**config.mk**
```make
export PLATFORM = sky130hd
export DESIGN_NAME = spectrum_bar_display
export DESIGN_NICKNAME = d
export VERILOG_FILES = /design/src/rtl/spectrum_bar_display.sv
export SDC_FILE = /design/constraint.sdc
export NUM_CORES = 1
export LEC_CHECK = 0
export CORE_AREA = 3 3 200 348
export DETAILED_ROUTE_END_ITERATION = 16
export DIE_AREA = 0 0 203 351
export GPL_ROUTABILITY_DRIVEN = 0
export HOLD_SLACK_MARGIN = 0.12
export PLACE_DENSITY = 0.44
export SLEW_MARGIN = 20
export SYNTH_ARGS = -nofsm -noshare
export SYNTH_HDL_FRONTEND = slang
export SYNTH_SLANG_ARGS = --single-unit
```
**constraint.sdc**
```tcl
create_clock -name clk -period 18.3 [get_ports clk]
set_clock_uncertainty 0.1 [all_clocks]
set_input_delay 2.745 -clock clk [delete_from_list [all_inputs] [get_ports clk]]
set_output_delay 2.745 -clock clk [all_outputs]
set_load 0.02 [all_outputs]
```
**src/rtl/spectrum_bar_display.sv**
```systemverilog
// rtl/spectrum_bar_display.sv - VGA spectrum bar renderer with per-bin peak hold/decay and update strobe
module spectrum_bar_display #(
  parameter int SCREEN_W    = 800,
  parameter int SCREEN_H    = 600,
  parameter int N_BINS      = 10,
  parameter int VAL_W       = 12,
  parameter int SHIFT       = 2,
  parameter int GAP         = 4,
  parameter int HOLD_FRAMES = 30,
  parameter int DECAY       = 8,
  parameter int PRESC_W     = 16,
  localparam int IDX_W      = (N_BINS > 1) ? $clog2(N_BINS) : 1
) (
  input  logic               clk,
  input  logic               rst,
  input  logic [9:0]         posx,
  input  logic [9:0]         posy,
  input  logic               frame_start,
  input  logic               peak_en,
  input  logic [PRESC_W-1:0] prescaler,
  input  logic [VAL_W-1:0]   freq_value,
  output logic               set_values_flag,
  output logic [IDX_W-1:0]   freq_pos_needed,
  output logic [VAL_W-1:0]   val_out,
  output logic               bar_on,
  output logic               peak_on
);

  localparam int BIN_W  = SCREEN_W / N_BINS;
  localparam int X_END  = N_BINS * BIN_W;
  localparam int HOLD_W = (HOLD_FRAMES > 0) ? $clog2(HOLD_FRAMES + 1) : 1;

  logic [31:0] px32, py_in32;
  logic        x_ok, in_range_d, gap_d;

  assign px32       = 32'(posx);
  assign py_in32    = 32'(posy);
  assign x_ok       = px32 < X_END;
  assign in_range_d = x_ok && (py_in32 < SCREEN_H);
  assign gap_d      = (px32 % BIN_W) >= (BIN_W - GAP);

  logic       s1_in_range, s1_gap;
  logic [9:0] s1_posy;

  always_ff @(posedge clk or posedge rst) begin
    if (rst) begin
      s1_in_range     <= 1'b0;
      s1_gap          <= 1'b0;
      s1_posy         <= '0;
      freq_pos_needed <= '0;
    end else begin
      s1_in_range     <= in_range_d;
      s1_gap          <= gap_d;
      s1_posy         <= posy;
      freq_pos_needed <= x_ok ? IDX_W'(px32 / BIN_W) : '0;
    end
  end

  logic [VAL_W-1:0]  peak     [N_BINS];
  logic [HOLD_W-1:0] hold     [N_BINS];
  logic [VAL_W-1:0]  nxt_peak [N_BINS];
  logic [HOLD_W-1:0] nxt_hold [N_BINS];

  logic [31:0] py32, fv_sh, bh, pk_sh, ph;
  logic        bar_d, peak_d;

  // Marker height is read from the stored peak, before this cycle's capture/decay.
  always_comb begin
    py32   = 32'(s1_posy);
    fv_sh  = 32'(freq_value) >> SHIFT;
    bh     = (fv_sh > SCREEN_H) ? SCREEN_H : fv_sh;
    pk_sh  = 32'(peak[freq_pos_needed]) >> SHIFT;
    ph     = (pk_sh > (SCREEN_H - 2)) ? (SCREEN_H - 2) : pk_sh;
    bar_d  = s1_in_range && !s1_gap && (py32 >= (SCREEN_H - bh));
    peak_d = peak_en && s1_in_range && !s1_gap &&
             ((py32 + ph + 2) >= SCREEN_H) && ((py32 + ph) < SCREEN_H);
  end

  // Decay is applied first so a same-cycle capture competes against the decayed value.
  always_comb begin
    for (int b = 0; b < N_BINS; b++) begin
      nxt_peak[b] = peak[b];
      nxt_hold[b] = hold[b];
      if (frame_start) begin
        if (hold[b] < HOLD_W'(HOLD_FRAMES))
          nxt_hold[b] = hold[b] + 1'b1;
        else
          nxt_peak[b] = (peak[b] >= VAL_W'(DECAY)) ? peak[b] - VAL_W'(DECAY) : '0;
      end
      if (s1_in_range && (freq_pos_needed == IDX_W'(b)) && (freq_value > nxt_peak[b])) begin
        nxt_peak[b] = freq_value;
        nxt_hold[b] = '0;
      end
    end
  end

  always_ff @(posedge clk or posedge rst) begin
    if (rst) begin
      for (int b = 0; b < N_BINS; b++) begin
        peak[b] <= '0;
        hold[b] <= '0;
      end
      val_out <= '0;
      bar_on  <= 1'b0;
      peak_on <= 1'b0;
    end else begin
      for (int b = 0; b < N_BINS; b++) begin
        peak[b] <= nxt_peak[b];
        hold[b] <= nxt_hold[b];
      end
      val_out <= freq_value;
      bar_on  <= bar_d;
      peak_on <= peak_d;
    end
  end

  logic [PRESC_W-1:0] presc_cnt;

  // Compare with >= so lowering the period below the live count fires immediately.
  always_ff @(posedge clk or posedge rst) begin
    if (rst) begin
      presc_cnt       <= '0;
      set_values_flag <= 1'b0;
    end else if (presc_cnt >= prescaler) begin
      presc_cnt       <= '0;
      set_values_flag <= 1'b1;
    end else begin
      presc_cnt       <= presc_cnt + 1'b1;
      set_values_flag <= 1'b0;
    end
  end

endmodule

```
==> metrics <==
fraction of registers with async set/reset=100%; Synth Flop Type=dfrtp_1; Seq/Total Area, Yosys=33.9%; Post-CTS Setup Bufs=0; DR pass1 iterations=5; die width=203 um; f_max=0.136 GHz; worst min path class=register to register; unrepaired setup endpoints after global routing=no; Area after DPL=17900 sq um; crit path DAT=7690 ps; Clock transition at path regs=60 ps; diode count=0; setup TNS=0 ps; post-synth net total=1909; Pins Over Slew Limit=0; LEAKAGE=8.66 nW; setup ws final=10970 ps; cells after synthesis=1676; I/O Pins=71; Least-Margin Pin Slew=981 ps; input/output buffers=68; crit path kind=input pin to register; normalized max-slew margin=34.4%; crit-path max FO=19; CP required=18660 ps; Design Area, Final=18800 sq um; starting density of the core=24.0%; initial antenna violation count=0; die height=351 um; worst-case reg-to-reg path depth=17; gr usage total=14.9%; Clk Latency, worst-skew pair=570 ps; maxcap violations=0; Sink Count=217; TritonCTS Buffers=26; final hold viol count=0; Final period util=40.0%; clk root buf=clkbuf_16; Final Core Density=28.2%; Ys Warns=0; Setup violations, final=0; Layout fillers=7091; hold depth=1; CTS tree=built; area of the multi-input gates=10200 sq um; die area=71300 sq um; worst-case vdd ir drop=75.3 uV; CTS H-Tree Depth=1; CP Capture Type=register; number of remaining DRC errors=0; flops & latches, synth=217; core box area=66800 sq um; CTS resizes=0; startpoint types=input pin; ANT nets after route=0; Synth Cell Area=16000 sq um; layout cells sized above 1=8.38%; estimated wirelength of the detail-placed design=38600 um; area grow syn2layout=17.4%; pre-CTS setup slack=10160 ps; Post-synth EDFFs=0; most frequent cells in the layout=dfrtp_1, ha_1, mux2i_1; pwr dens=138 nW/um^2; run status=finished, final reports clean; cell row count=125; Reg area=5430 sq um; first-pass GRT wire length=81400 um; total power=2.60 mW; grt total ovfl=0; largest net degree at the start of global routing=115; vias=13100; most common cell after layout, fill and taps aside=dfrtp_1; WL/cell=20.2 um; Yosys cell types=79; Iter 0 DRT Violations=590; nets=1980; min Tclk post-route=7330 ps; post-cts hold buffer count=0; routed wire length=53700 um; vias in the first global route=13500; detail-routed via count per cell=4.93; Clock Path Buffers=3; average size of a mapped cell=9.57 sq um
cells by family after synthesis:
logic type / Yosys count / synth area share (%)
AOI/OAI and AO/OA: 304 / 11.8
xor gates and xnor gates: 102 / 5.57
adders and majority gates: 181 / 14.2
buffers and inverters: 126 / 3.08
DFF: 217 / 33.9
muxes: 176 / 12.7
and+or+nand+nor: 570 / 18.9
registers in the layout, summed over array words and instances (netlist names):
signal / flops
bar_on: 1
freq_pos_needed: 4
hold: 50
peak: 120
peak_on: 1
presc_cnt: 16
s1_gap: 1
s1_in_range: 1
s1_posy: 10
set_values_flag: 1
val_out: 12
critical path: stages:
cell	delay, ps
clkdlybuf4s50_1	470
buf_4	360
inv_4	230
or2_1	380
or4_4	460
or4_4	460
nor4_4	390
nand2b_1	200
ha_1	250
a21o_1	170
a21o_1	170
a21oi_1	220
o21ai_0	190
o221ai_4	630
mux2_4	350
final timing paths:
check / from / end / slack (ps)
max in group asynchronous: rst / hold[44] / 13330
min in group asynchronous: rst / val_out[4] / 2660
setup reg to reg: freq_pos_needed[0] / peak_on / 12770
setup / recovery: frame_start / peak[108] / 10970
hold / removal: presc_cnt[0] / presc_cnt[0] / 420
hold reg to reg: presc_cnt[0] / presc_cnt[0] / 420
area by class of cell:
class                   instances  share of cell area (%)
inverters                      74                    1.53
flip-flops and latches        217                    28.8
repair buffers                 95                    4.73
multi-input cells            1333                    54.3
clock buffers                  35                    4.01
clock inverters                13                   0.717
well taps                     889                    5.91
Yosys cell counts (5+ instances only):
cell | n | area share [%]
mux4_2 | 20 | 2.8
buf_2 | 9 | 0.28
nor4_1 | 17 | 0.66
dfrtp_1 | 217 | 34
or3_1 | 9 | 0.35
ha_1 | 180 | 14
nor3b_1 | 5 | 0.23
o22ai_1 | 7 | 0.27
inv_1 | 65 | 1.5
xnor2_1 | 52 | 2.8
o221ai_1 | 12 | 0.66
nand3b_1 | 6 | 0.28
nand3_1 | 25 | 0.78
nor3_1 | 63 | 2.0
mux2i_1 | 140 | 8.7
a31oi_1 | 5 | 0.20
and2_1 | 49 | 1.9
nor2b_1 | 31 | 1.2
a21o_1 | 53 | 2.5
a22oi_1 | 5 | 0.23
clkbuf_1 | 41 | 0.96
a21oi_1 | 93 | 2.9
clkinv_1 | 6 | 0.14
nor2_1 | 118 | 2.8
a211oi_1 | 5 | 0.23
and3_1 | 7 | 0.27
nor4b_1 | 5 | 0.27
a21boi_0 | 5 | 0.23
nand2b_1 | 27 | 1.1
nand2_1 | 105 | 2.5
or2_2 | 15 | 0.59
o21ai_0 | 82 | 2.6
mux2_2 | 15 | 1.1
or4_1 | 5 | 0.23
nand4_1 | 60 | 2.3
xor2_1 | 50 | 2.7
o21a_1 | 5 | 0.23
stage by stage:
step	std cells	hold slack (ps)
2_1_floorplan	1676	374
3_3_place_gp	2606	415
3_5_place_dp	2606	420
4_1_cts	2654	429
5_1_grt	2656	453
6_report	2656	420
layer usage:
metal	vias to the layer above	wire, um	GRT usage (%)
li1	6258	-	-
met1	6486	20300	16.0
met2	266	29400	29.3
met3	93	1510	1.20
met4	0	2590	6.88
met5	-	0	0
report_power, final:
part,internal (mW),total (mW),switching (mW)
sequential,0.672,0.922,0.249
clock,0.319,0.553,0.234
combinational,0.530,1.13,0.595
total,1.52,2.60,1.08
Note: power is estimated with default switching activity, not from simulation.
